## config.mk

```make
export PLATFORM = sky130hd
export DESIGN_NAME = br_resolve_queue_flat
export DESIGN_NICKNAME = d
export VERILOG_FILES = /design/src/rtl/br_pkg.sv /design/src/rtl/br_resolve_queue_if.sv /design/src/rtl/br_fifo.sv /design/src/rtl/br_resolve_queue.sv /design/src/flat_wrapper.sv
export SDC_FILE = /design/constraint.sdc
export NUM_CORES = 1
export LEC_CHECK = 0
export CORE_MARGIN = 4
export CORE_UTILIZATION = 50
export CTS_CLUSTER_SIZE = 40
export DETAILED_ROUTE_END_ITERATION = 8
export MAX_ROUTING_LAYER = met4
export PLACE_DENSITY_LB_ADDON = 0.2
export SYNTH_ARGS = -nofsm -noshare
export SYNTH_HDL_FRONTEND = slang
export SYNTH_SLANG_ARGS = --single-unit
```

## constraint.sdc

```tcl
create_clock -name clk -period 4.7 [get_ports clk]
set_input_delay 0.94 -clock clk [delete_from_list [all_inputs] [get_ports clk]]
set_output_delay 0.94 -clock clk [all_outputs]
set_load 0.03 [all_outputs]
```

## src/rtl/br_pkg.sv

```systemverilog
// Shared types and constants for the branch resolve queue.
package br_pkg;

    localparam int BR_ADDR_W     = 32;
    localparam int BR_INST_BYTES = 4;

    // 2-bit local predictor state encodings (strongly not-taken .. strongly taken).
    typedef enum logic [1:0] {
        S_NONTAKEN      = 2'd0,
        S_WEAK_NONTAKEN = 2'd1,
        S_WEAK_TAKEN    = 2'd2,
        S_TAKEN         = 2'd3
    } br_state_e;

    // One in-flight predicted branch.
    typedef struct packed {
        logic [BR_ADDR_W-1:0] pc;
        logic                 taken;
        logic [BR_ADDR_W-1:0] target;
    } br_entry_t;

endpackage

```

## src/rtl/br_resolve_queue_if.sv

```systemverilog
// Fetch push, EX resolve and predictor update / redirect signals of the resolve queue.
interface br_resolve_queue_if #(
    parameter int DEPTH  = 4,
    parameter int ADDR_W = 32,
    parameter int CNT_W  = 16
);
    localparam int CW = $clog2(DEPTH) + 1;

    logic              push_valid_i;
    logic [ADDR_W-1:0] push_pc_i;
    logic              push_taken_i;
    logic [ADDR_W-1:0] push_target_i;
    logic              push_ready_o;
    logic              res_valid_i;
    logic              res_taken_i;
    logic [ADDR_W-1:0] res_target_i;
    logic              upd_valid_o;
    logic              upd_taken_o;
    logic [ADDR_W-1:0] upd_pc_o;
    logic              flush_o;
    logic [ADDR_W-1:0] redirect_pc_o;
    logic [CW-1:0]     count_o;
    logic [CNT_W-1:0]  resolved_cnt_o;
    logic [CNT_W-1:0]  mispred_cnt_o;
    logic [1:0]        err_o;

    modport master (
        output push_valid_i, push_pc_i, push_taken_i, push_target_i,
        output res_valid_i, res_taken_i, res_target_i,
        input  push_ready_o, upd_valid_o, upd_taken_o, upd_pc_o, flush_o,
        input  redirect_pc_o, count_o, resolved_cnt_o, mispred_cnt_o, err_o
    );

    modport slave (
        input  push_valid_i, push_pc_i, push_taken_i, push_target_i,
        input  res_valid_i, res_taken_i, res_target_i,
        output push_ready_o, upd_valid_o, upd_taken_o, upd_pc_o, flush_o,
        output redirect_pc_o, count_o, resolved_cnt_o, mispred_cnt_o, err_o
    );

endinterface

```

## src/rtl/br_fifo.sv

```systemverilog
// DEPTH-entry synchronous FIFO of branch entries with a single-cycle clear.
module br_fifo
    import br_pkg::*;
#(
    parameter int DEPTH = 4
) (
    input  logic                       clk,
    input  logic                       rst_n,
    input  logic                       push,
    input  br_entry_t                  push_data,
    input  logic                       pop,
    input  logic                       clear,
    output br_entry_t                  head,
    output logic [$clog2(DEPTH):0]     count
);

    localparam int PW = $clog2(DEPTH);
    localparam int CW = PW + 1;

    br_entry_t       mem_r [DEPTH];
    logic [PW-1:0]   rd_ptr_r;
    logic [PW-1:0]   wr_ptr_r;
    logic [CW-1:0]   count_r;

    // Pointer and occupancy tracking; pointers wrap naturally since DEPTH is a power of two.
    always_ff @(posedge clk or negedge rst_n) begin
        if (!rst_n) begin
            rd_ptr_r <= PW'(0);
            wr_ptr_r <= PW'(0);
            count_r  <= CW'(0);
        end else if (clear) begin
            rd_ptr_r <= PW'(0);
            wr_ptr_r <= PW'(0);
            count_r  <= CW'(0);
        end else begin
            if (push) begin
                wr_ptr_r <= wr_ptr_r + PW'(1);
            end
            if (pop) begin
                rd_ptr_r <= rd_ptr_r + PW'(1);
            end
            case ({push, pop})
                2'b10:   count_r <= count_r + CW'(1);
                2'b01:   count_r <= count_r - CW'(1);
                default: count_r <= count_r;
            endcase
        end
    end

    // Entry storage; when full, a push with a pop reuses the slot being popped.
    always_ff @(posedge clk) begin
        if (push && !clear) begin
            mem_r[wr_ptr_r] <= push_data;
        end
    end

    assign head  = mem_r[rd_ptr_r];
    assign count = count_r;

endmodule

```

## src/rtl/br_resolve_queue.sv

```systemverilog
// In-order branch resolve queue: compares the oldest prediction with the EX outcome,
// drives the predictor update port and issues flush/redirect on a mispredict.
module br_resolve_queue
    import br_pkg::*;
#(
    parameter int DEPTH  = 4,
    parameter int ADDR_W = BR_ADDR_W,
    parameter int CNT_W  = 16
) (
    input  logic             clk,
    input  logic             rst_n,
    br_resolve_queue_if.slave bus
);

    localparam int CW = $clog2(DEPTH) + 1;

    br_entry_t         head_s;
    br_entry_t         push_entry_s;
    logic [CW-1:0]     count_s;
    logic              full_s;
    logic              empty_s;
    logic              res_acc_s;
    logic              push_acc_s;
    logic              mispred_s;
    logic              fifo_push_s;
    logic              fifo_pop_s;
    logic              fifo_clear_s;
    logic              overflow_s;
    logic              underflow_s;
    logic [ADDR_W-1:0] redirect_next_s;

    logic              upd_valid_r;
    logic              upd_taken_r;
    logic [ADDR_W-1:0] upd_pc_r;
    logic              flush_r;
    logic [ADDR_W-1:0] redirect_pc_r;
    logic [CNT_W-1:0]  resolved_cnt_r;
    logic [CNT_W-1:0]  mispred_cnt_r;
    logic [1:0]        err_r;

    function automatic logic [CNT_W-1:0] sat_inc(input logic [CNT_W-1:0] v);
        if (v == {CNT_W{1'b1}}) begin
            sat_inc = v;
        end else begin
            sat_inc = v + CNT_W'(1);
        end
    endfunction

    br_fifo #(.DEPTH(DEPTH)) u_fifo (
        .clk       (clk),
        .rst_n     (rst_n),
        .push      (fifo_push_s),
        .push_data (push_entry_s),
        .pop       (fifo_pop_s),
        .clear     (fifo_clear_s),
        .head      (head_s),
        .count     (count_s)
    );

    // Accept/compare decisions for the current cycle's push and resolve.
    always_comb begin
        full_s       = (count_s == CW'(DEPTH));
        empty_s      = (count_s == CW'(0));
        res_acc_s    = bus.res_valid_i && !empty_s;
        underflow_s  = bus.res_valid_i && empty_s;
        push_acc_s   = bus.push_valid_i && (!full_s || res_acc_s);
        overflow_s   = bus.push_valid_i && full_s && !res_acc_s;
        push_entry_s = '{pc: bus.push_pc_i, taken: bus.push_taken_i, target: bus.push_target_i};
        if (head_s.taken != bus.res_taken_i) begin
            mispred_s = 1'b1;
        end else if (head_s.taken && (head_s.target != bus.res_target_i)) begin
            mispred_s = 1'b1;
        end else begin
            mispred_s = 1'b0;
        end
        // A mispredict wipes every younger entry, including one pushed this cycle.
        fifo_clear_s = res_acc_s && mispred_s;
        fifo_pop_s   = res_acc_s && !mispred_s;
        fifo_push_s  = push_acc_s && !fifo_clear_s;
        if (bus.res_taken_i) begin
            redirect_next_s = bus.res_target_i;
        end else begin
            redirect_next_s = head_s.pc + ADDR_W'(BR_INST_BYTES);
        end
    end

    // Registered predictor update, flush/redirect, statistics and sticky errors.
    always_ff @(posedge clk or negedge rst_n) begin
        if (!rst_n) begin
            upd_valid_r    <= 1'b0;
            upd_taken_r    <= 1'b0;
            upd_pc_r       <= ADDR_W'(0);
            flush_r        <= 1'b0;
            redirect_pc_r  <= ADDR_W'(0);
            resolved_cnt_r <= CNT_W'(0);
            mispred_cnt_r  <= CNT_W'(0);
            err_r          <= 2'b00;
        end else begin
            upd_valid_r <= res_acc_s;
            flush_r     <= fifo_clear_s;
            err_r       <= err_r | {overflow_s, underflow_s};
            if (res_acc_s) begin
                upd_taken_r    <= bus.res_taken_i;
                upd_pc_r       <= head_s.pc;
                resolved_cnt_r <= sat_inc(resolved_cnt_r);
            end
            if (fifo_clear_s) begin
                redirect_pc_r <= redirect_next_s;
                mispred_cnt_r <= sat_inc(mispred_cnt_r);
            end
        end
    end

    assign bus.push_ready_o   = !full_s;
    assign bus.count_o        = count_s;
    assign bus.upd_valid_o    = upd_valid_r;
    assign bus.upd_taken_o    = upd_taken_r;
    assign bus.upd_pc_o       = upd_pc_r;
    assign bus.flush_o        = flush_r;
    assign bus.redirect_pc_o  = redirect_pc_r;
    assign bus.resolved_cnt_o = resolved_cnt_r;
    assign bus.mispred_cnt_o  = mispred_cnt_r;
    assign bus.err_o          = err_r;

endmodule
```

## src/flat_wrapper.sv

```systemverilog
// flat-port wrapper written by rule: the top's interface ports become plain ports
module br_resolve_queue_flat import br_pkg::*;
#(
    parameter int DEPTH  = 4,
    parameter int ADDR_W = BR_ADDR_W,
    parameter int CNT_W  = 16
)
  (clk, rst_n, bus_push_valid_i, bus_push_pc_i, bus_push_taken_i, bus_push_target_i, bus_res_valid_i, bus_res_taken_i, bus_res_target_i, bus_push_ready_o, bus_upd_valid_o, bus_upd_taken_o, bus_upd_pc_o, bus_flush_o, bus_redirect_pc_o, bus_count_o, bus_resolved_cnt_o, bus_mispred_cnt_o, bus_err_o);
  br_resolve_queue_if #(.DEPTH(DEPTH), .ADDR_W(ADDR_W), .CNT_W(CNT_W)) bus_i ();
  input  logic clk;
  input  logic rst_n;
  input wire logic [$bits(bus_i.push_valid_i)-1:0] bus_push_valid_i;
  input wire logic [$bits(bus_i.push_pc_i)-1:0] bus_push_pc_i;
  input wire logic [$bits(bus_i.push_taken_i)-1:0] bus_push_taken_i;
  input wire logic [$bits(bus_i.push_target_i)-1:0] bus_push_target_i;
  input wire logic [$bits(bus_i.res_valid_i)-1:0] bus_res_valid_i;
  input wire logic [$bits(bus_i.res_taken_i)-1:0] bus_res_taken_i;
  input wire logic [$bits(bus_i.res_target_i)-1:0] bus_res_target_i;
  output wire logic [$bits(bus_i.push_ready_o)-1:0] bus_push_ready_o;
  output wire logic [$bits(bus_i.upd_valid_o)-1:0] bus_upd_valid_o;
  output wire logic [$bits(bus_i.upd_taken_o)-1:0] bus_upd_taken_o;
  output wire logic [$bits(bus_i.upd_pc_o)-1:0] bus_upd_pc_o;
  output wire logic [$bits(bus_i.flush_o)-1:0] bus_flush_o;
  output wire logic [$bits(bus_i.redirect_pc_o)-1:0] bus_redirect_pc_o;
  output wire logic [$bits(bus_i.count_o)-1:0] bus_count_o;
  output wire logic [$bits(bus_i.resolved_cnt_o)-1:0] bus_resolved_cnt_o;
  output wire logic [$bits(bus_i.mispred_cnt_o)-1:0] bus_mispred_cnt_o;
  output wire logic [$bits(bus_i.err_o)-1:0] bus_err_o;
  assign bus_i.push_valid_i = bus_push_valid_i;
  assign bus_i.push_pc_i = bus_push_pc_i;
  assign bus_i.push_taken_i = bus_push_taken_i;
  assign bus_i.push_target_i = bus_push_target_i;
  assign bus_i.res_valid_i = bus_res_valid_i;
  assign bus_i.res_taken_i = bus_res_taken_i;
  assign bus_i.res_target_i = bus_res_target_i;
  assign bus_push_ready_o = bus_i.push_ready_o;
  assign bus_upd_valid_o = bus_i.upd_valid_o;
  assign bus_upd_taken_o = bus_i.upd_taken_o;
  assign bus_upd_pc_o = bus_i.upd_pc_o;
  assign bus_flush_o = bus_i.flush_o;
  assign bus_redirect_pc_o = bus_i.redirect_pc_o;
  assign bus_count_o = bus_i.count_o;
  assign bus_resolved_cnt_o = bus_i.resolved_cnt_o;
  assign bus_mispred_cnt_o = bus_i.mispred_cnt_o;
  assign bus_err_o = bus_i.err_o;
  br_resolve_queue #(.DEPTH(DEPTH), .ADDR_W(ADDR_W), .CNT_W(CNT_W)) u_core (.clk(clk), .rst_n(rst_n), .bus(bus_i));
endmodule
```

# --- After elaboration in Yosys (flattened, before gate mapping) ---
# Memory sizes are Yosys's and may differ from the RTL's.
# Index checks and enable logic that the tools add are counted.
classes:
  bitwise: 3
  addsub: 7
  mux: 11
  eq_ne: 7
  n_reduce_logical: 22
ops:
  columns: ["operator", "n"]
  rows:
  - ["16-bit by 1-bit adder with 16-bit output, second input constant", 2]
  - ["32-bit by 3-bit adder with 32-bit output, second input constant", 1]
  - ["16-bit equality test, second input constant", 2]
  - ["32-bit 2-to-1 mux", 1]
  - ["32-bit != test", 1]
  - ["1-bit logical AND", 10]
  - ["2-bit 2-to-1 mux", 4]
  - ["3-bit one-hot mux with 2 select lines", 1]
  - ["1-bit logical NOT", 5]
  - ["2-bit by 1-bit adder with 2-bit output, second input constant", 2]
  - ["1-bit 2-to-1 mux", 4]
  - ["2-bit AND reduction", 2]
  - ["2-bit nonzero test", 2]
  - ["3-bit by 1-bit adder with 3-bit output, second input constant", 1]
  - ["3-bit equality test, second input constant", 1]
  - ["3-bit logical NOT", 1]
  - ["3-bit 2-to-1 mux", 1]
  - ["3-bit nonzero test", 1]
  - ["3-bit by 1-bit subtractor with 3-bit output, second input constant", 1]
  - ["2-bit by 1-bit equality test with 1-bit output, second input constant", 1]
  - ["2-bit equality test, second input constant", 1]
  - ["1-bit NOT", 2]
  - ["2-bit bitwise OR", 1]
  - ["1-bit logical OR", 1]
  - ["1-bit != test", 1]
totals:
  wordCells: 62
  memories: 1
  in_bits: 102
  regBits: 108
  ramBits: 260
  out_inout_bits: 105
mem_list:
  columns: ["name", "words", "word_bits", "read_ports", "rd_clocked_by_memory_dff", "write_ports", "line_no", "text"]
  rows:
  - ["u_core.u_fifo.mem_r", 4, 65, 1, 0, 1, "br_fifo.sv:20", "br_entry_t mem_r [DEPTH];"]

# --- Logic depth before layout (Yosys ltp) ---
# An unclocked memory read counts as a cell.
depth:
  ltp_word: 11
  ltp_mapped: 18

# --- By module ---
# A second synthesis with hierarchy kept.
hier_totals:
  hier_cells: 954
  hier_area_um2: 15217.1
modules_own_cells:
  columns: ["mod", "cells_each", "area_per_inst_um2", "seq_area_each_um2", "instances"]
  rows:
  - ["br_fifo", 381, 9840.7, 7982.7, 1]
  - ["br_resolve_queue", 573, 5376.4, 2527.4, 1]

# --- Least setup slack after synthesis ---
# No wires, ideal clock.
synth_path:
  path_kind: "register to register"
  startpoint: "register u_core.u_fifo.rd_ptr_r[0]"
  endpoint: "memory u_core.u_fifo.mem_r[1][0] (netlist bit), enable pin"
  slack_ps: 378
  stages_incl_launch_ff: 12
  setup_time_ps: 430
  synth_period_minus_slack_ps: 4322
  path_buffers: 4
  t_arrival_ps: 3892
  required_ps: 4270
  cell_sequence: "dfrtp_1 -> buf_6 -> buf_4 -> mux4_2 -> xnor2_1 -> nand4_1 -> nor4_1 -> nand4_2 -> nand2_1 -> buf_6 -> buf_6 -> and3_1"
synth_via:
  elab_chain_len: 11
synth_rtl:
  columns: ["element", "line_no", "text"]
  rows:
  - ["from (decl)", "br_fifo.sv:21", "logic [PW-1:0] rd_ptr_r;"]
  - ["from (signal assigned)", "br_fifo.sv:40", "rd_ptr_r <= rd_ptr_r + PW'(1);"]
  - ["memory read 4 x 65 bit (*)", null, null]
  - ["32-bit != test", "br_resolve_queue.sv:71", "end else if (head_s.taken && (head_s.target != bus.res_target_i)) begin"]
  - ["1-bit logical AND", "br_resolve_queue.sv:71", null]
  - ["1-bit 2-to-1 mux", "br_resolve_queue.sv:71", null]
  - ["1-bit 2-to-1 mux (*)", "br_resolve_queue.sv:69", "if (head_s.taken != bus.res_taken_i) begin"]
  - ["1-bit logical AND (*)", "br_resolve_queue.sv:77", "fifo_clear_s = res_acc_s && mispred_s;"]
  - ["1-bit logical NOT (*)", "br_fifo.sv:52, br_resolve_queue.sv:79", null]
  - ["1-bit logical AND", "br_resolve_queue.sv:79", "fifo_push_s = push_acc_s && !fifo_clear_s;"]
  - ["1-bit logical AND (*)", "br_fifo.sv:52", "if (push && !clear) begin"]
  - ["1-bit 2-to-1 mux (*)", "br_fifo.sv:52", null]
  - ["1-bit 2-to-1 mux (not written as such) (*)", "br_fifo.sv:53", "mem_r[wr_ptr_r] <= push_data;"]
  - ["to (decl)", "br_fifo.sv:20", null]
# Every way passes the cells marked *; elsewhere a longest branch is shown, timed or not.

# --- Final worst setup path ---
layout_path:
  startpoint: "register u_core.u_fifo.rd_ptr_r[0]"
  endpoint: "memory u_core.u_fifo.mem_r[0][57] (netlist bit), enable pin"
# Same word-level chain as after synthesis.

==> run_summary.xml <==
<?xml version="1.0" encoding="UTF-8"?>
<metrics>
  <group name="routing">
    <metric name="ant_nets" unit="">0</metric>
    <metric name="route.detailed.wl_per_inst" unit="um">22.76</metric>
    <metric name="wirelength" unit="um">35120</metric>
    <metric name="detail_route.drc_violations" unit="">0</metric>
    <metric name="routed-via-count" unit="">8547</metric>
    <metric name="iteration_count_of_the_initial_detailed_routing_pass" unit="">5</metric>
    <metric name="drt_first_iter_violations" unit="">534</metric>
    <metric name="post_dr_vias_cell" unit="">5.539</metric>
  </group>
  <group name="cts">
    <metric name="cts_hold_buf" unit="">0</metric>
    <metric name="longest_clk_path_bufs" unit="">3</metric>
    <metric name="cts.htree.levels" unit="">2</metric>
    <metric name="worst_setup_hold_path_clk_slew" unit="ns">0.06</metric>
    <metric name="numCtsBuffers" unit="">39</metric>
    <metric name="cts_tree" unit="">yes</metric>
    <metric name="postCtsResizedCells" unit="">0</metric>
    <metric name="clock-sinks" unit="">368</metric>
    <metric name="clock-root-buffer" unit="">sky130_fd_sc_hd__clkbuf_16</metric>
    <metric name="worst_skew_pair.late_latency" unit="ns">0.53</metric>
    <metric name="post_cts.repair.setup_buffers" unit="">0</metric>
  </group>
  <group name="cells_and_area">
    <metric name="final_cell_count_no_fill" unit="">1543</metric>
    <metric name="final_layout_size_suffix_gt1_frac" unit="">0.1887</metric>
    <metric name="finalCoreUtilization" unit="">0.6420</metric>
    <metric name="synthToLayoutAreaGrowth" unit="%">26.26</metric>
    <metric name="nets" unit="">1230</metric>
  </group>
  <group name="hold_path">
    <metric name="timing.hold.worst.class" unit="">in2async</metric>
  </group>
  <group name="critical_path">
    <metric name="rr_worst_depth" unit="">10</metric>
    <metric name="worstPathRequired" unit="ns">4.89</metric>
    <metric name="kind_of_cell_adding_the_most_delay_to_the_critical_path" unit="">simple AND/OR/NAND/NOR gates</metric>
    <metric name="timing.setup.critical_path_class" unit="">reg2reg</metric>
    <metric name="startpoint_type" unit="">register</metric>
    <metric name="critPathSlowestCell" unit="">sky130_fd_sc_hd__dfrtp_4</metric>
    <metric name="arrival" unit="ns">4.20</metric>
    <metric name="crit_path_cell_trace" unit="">buf_4 &gt; mux4_2 &gt; xnor2_1 &gt; nand4_1 &gt; nor4_1 &gt; nand4_2 &gt; nand2_2 &gt; buf_4 &gt; and3_2 &gt; buf_12</metric>
    <metric name="critical_path.max_stage_delay" unit="ns">0.87</metric>
    <metric name="path_max_fanout" unit="">55</metric>
    <metric name="critical_path.n_buffers_inverters" unit="">3</metric>
    <metric name="timing.critical_path.depth" unit="">10</metric>
    <metric name="kind_of_end_point_of_the_critical_path" unit="">register</metric>
    <metric name="most_frequent_cell_on_critical_path" unit="">sky130_fd_sc_hd__buf_4</metric>
  </group>
  <group name="grt">
    <metric name="grt_max_degree" unit="">56</metric>
    <metric name="grt_util_overall" unit="">0.2183</metric>
    <metric name="grt_pass1_wl" unit="um">53610</metric>
    <metric name="antenna_violations_before_repair" unit="">3</metric>
    <metric name="grt.overflow.total" unit="">0</metric>
    <metric name="number_of_global_route_vias_before_repair" unit="">8961</metric>
  </group>
  <group name="sta">
    <metric name="fmax" unit="MHz">248.9</metric>
    <metric name="clock-skew-final" unit="ns">0.01067</metric>
    <metric name="slew-limit-headroom" unit="">0.5069</metric>
    <metric name="rsz0062_at_grt" unit="">false</metric>
    <metric name="totalNegativeSetupSlack" unit="ns">0</metric>
    <metric name="period_needed" unit="ns">4.018</metric>
    <metric name="final_critical_path_share_of_the_clock_period" unit="">0.8549</metric>
    <metric name="report.final.slew_viol_count" unit="">0</metric>
    <metric name="finalSetupViolCount" unit="">0</metric>
    <metric name="tightest_slew" unit="ns">0.7382</metric>
    <metric name="finalHoldViolations" unit="">0</metric>
  </group>
  <group name="logic_synthesis">
    <metric name="postSynthCellCount" unit="">885</metric>
    <metric name="synth.most_common_cell" unit="">sky130_fd_sc_hd__edfxtp_1</metric>
    <metric name="ys_dominant_reg_cell" unit="">sky130_fd_sc_hd__edfxtp_1</metric>
    <metric name="synth.yosys.warnings" unit="">0</metric>
    <metric name="synth-edff-count" unit="">260</metric>
    <metric name="syn-mean-instance-area" unit="sq um">17.12</metric>
    <metric name="net_count_after_synthesis" unit="">996</metric>
    <metric name="synth.area.top_cells" unit="">sky130_fd_sc_hd__edfxtp_1 (52%), sky130_fd_sc_hd__dfrtp_1 (18%), sky130_fd_sc_hd__mux4_2 (9.2%), sky130_fd_sc_hd__mux2_2 (4.2%), sky130_fd_sc_hd__xnor2_1 (3.6%)</metric>
    <metric name="synth_seq_cells" unit="">368</metric>
    <metric name="synthDominantCellAreaShare" unit="">0.5154</metric>
    <metric name="synth.cells.most_frequent" unit="">sky130_fd_sc_hd__edfxtp_1 (260), sky130_fd_sc_hd__dfrtp_1 (108), sky130_fd_sc_hd__xnor2_1 (63), sky130_fd_sc_hd__mux4_2 (62), sky130_fd_sc_hd__nand2_1 (62)</metric>
    <metric name="synth.distinct_cells" unit="">50</metric>
    <metric name="synth_top_area_cell" unit="">sky130_fd_sc_hd__edfxtp_1</metric>
    <metric name="mappedNetlistArea" unit="sq um">15150</metric>
    <metric name="postSynth.asyncResetShare" unit="">0.2935</metric>
    <metric name="seq_area_frac_synth" unit="">0.6938</metric>
  </group>
  <group name="floorplanning">
    <metric name="start_util" unit="">0.5084</metric>
    <metric name="die_height" unit="um">182.1</metric>
    <metric name="ioPinCount" unit="">207</metric>
    <metric name="floorplan.rows" unit="">63</metric>
    <metric name="die_width" unit="um">182.1</metric>
    <metric name="die_area" unit="sq um">33150</metric>
    <metric name="fp.coreArea" unit="sq um">29800</metric>
  </group>
  <group name="place">
    <metric name="io_buffer_count" unit="">206</metric>
    <metric name="place_inst" unit="">1468</metric>
    <metric name="gp_routability_congestion" unit="">0.8227</metric>
    <metric name="place_hpwl" unit="um">24260</metric>
  </group>
  <group name="run_status">
    <metric name="status" unit="">finished, final reports clean</metric>
  </group>
  <group name="pwr">
    <metric name="power.ir.vdd_worst" unit="mV">0.3816</metric>
    <metric name="total_power" unit="uW">12160</metric>
    <metric name="total_leakage_power" unit="uW">0.006743</metric>
    <metric name="power_per_cell_area" unit="nW/um^2">635.7</metric>
  </group>
  <group name="job">
    <metric name="maxCapViolCount" unit="">0</metric>
  </group>
</metrics>
## routing by layer
| layer | part of all wire | wire length (um) | global-route usage | vias to the layer above |
|---|---|---|---|---|
| met5 | 0 | 0 | - | - |
| li1 | - | - | - | 3862 |
| met3 | 0.063 | 2201 | 0.04525 | 63 |
| met2 | 0.50 | 17530 | 0.3554 | 291 |
| met1 | 0.41 | 14480 | 0.2842 | 4331 |
| met4 | 0.026 | 910 | 0.05884 | 0 |
## registers in the layout, summed over array words and instances, names as in the netlist, 3 cells and up
signal,cells
u_core.bus.redirect_pc_o,32
u_core.bus.resolved_cnt_o,16
u_core.bus.upd_pc_o,32
u_core.bus.mispred_cnt_o,16
u_core.u_fifo.mem_r,260
u_core.u_fifo.count,3
## placed cells by master (no fill, tap or decap), types with 10 or more instances in the layout
master and count:
sky130_fd_sc_hd__edfxtp_1 260, sky130_fd_sc_hd__buf_4 21, sky130_fd_sc_hd__clkdlybuf4s50_1 204, sky130_fd_sc_hd__mux2_2 57
sky130_fd_sc_hd__mux2i_1 14, sky130_fd_sc_hd__nand3_1 22, sky130_fd_sc_hd__nor2_1 20, sky130_fd_sc_hd__nand4_1 26
sky130_fd_sc_hd__o21ai_0 24, sky130_fd_sc_hd__clkbuf_16 40, sky130_fd_sc_hd__inv_1 14, sky130_fd_sc_hd__xor2_1 28
sky130_fd_sc_hd__a21oi_1 10, sky130_fd_sc_hd__mux4_2 62, sky130_fd_sc_hd__dfrtp_1 106, sky130_fd_sc_hd__nand2_1 61
sky130_fd_sc_hd__xnor2_1 63
## stage by stage
step / hold slack (ns) / cell area [sq um] / worst slack, ns
2_1_floorplan: 0.5663 / 15150 / 0.3776
3_3_place_gp: 0.4413 / 17720 / 0.6868
3_5_place_dp: 0.4574 / 17720 / 0.6466
4_1_cts: 0.4204 / 19120 / 0.6138
5_1_grt: 0.4634 / 19130 / 0.3990
6_report: 0.4264 / 19130 / 0.6819
## final timing paths
check                                          start                          end  slack (ns)
setup / recovery           u_core.u_fifo.rd_ptr_r[0]   u_core.u_fifo.mem_r[0][57]        0.68
hold / removal                                 rst_n  u_core.bus.mispred_cnt_o[4]        0.43
setup reg to reg           u_core.u_fifo.rd_ptr_r[0]   u_core.u_fifo.mem_r[0][57]        0.68
hold reg to reg                  u_core.bus.err_o[0]          u_core.bus.err_o[0]        0.47
max in group asynchronous                      rst_n    u_core.u_fifo.rd_ptr_r[0]        3.29
min in group clk                 u_core.bus.err_o[0]          u_core.bus.err_o[0]        0.47
## layout make-up
class | count | area (sq um)
fill | 2158 | 10670
sequential | 368 | 10520
multi-input combinational | 465 | 4372
timing repair buffer | 230 | 2285
clock buffer | 45 | 1030
tap | 390 | 488.0
clock inverter | 27 | 375.4
inverter | 15 | 56.30
antenna | 3 | 7.507
## report_power, final
part / leakage (uW) / internal [uW] / switching [uW] / total, uW
clock network: 0.000672 / 2070 / 1240 / 3310
logic: 0.00238 / 1860 / 2280 / 4140
registers: 0.00369 / 4280 / 430 / 4710
total: 0.00674 / 8220 / 3940 / 12200
## cell families (layout without fill, tap and decap cells)
family,after synthesis,after routing,synth area share
mux,141,141,0.1497
other cells,0,3,0
simple gates,177,177,0.05947
buf+inv,52,317,0.01817
xor+xnor,91,91,0.05261
fa+ha+maj,9,9,0.007929
flops,368,368,0.6938
compound gates,47,47,0.01834
No activity file was read; power rests on OpenSTA's default activity.
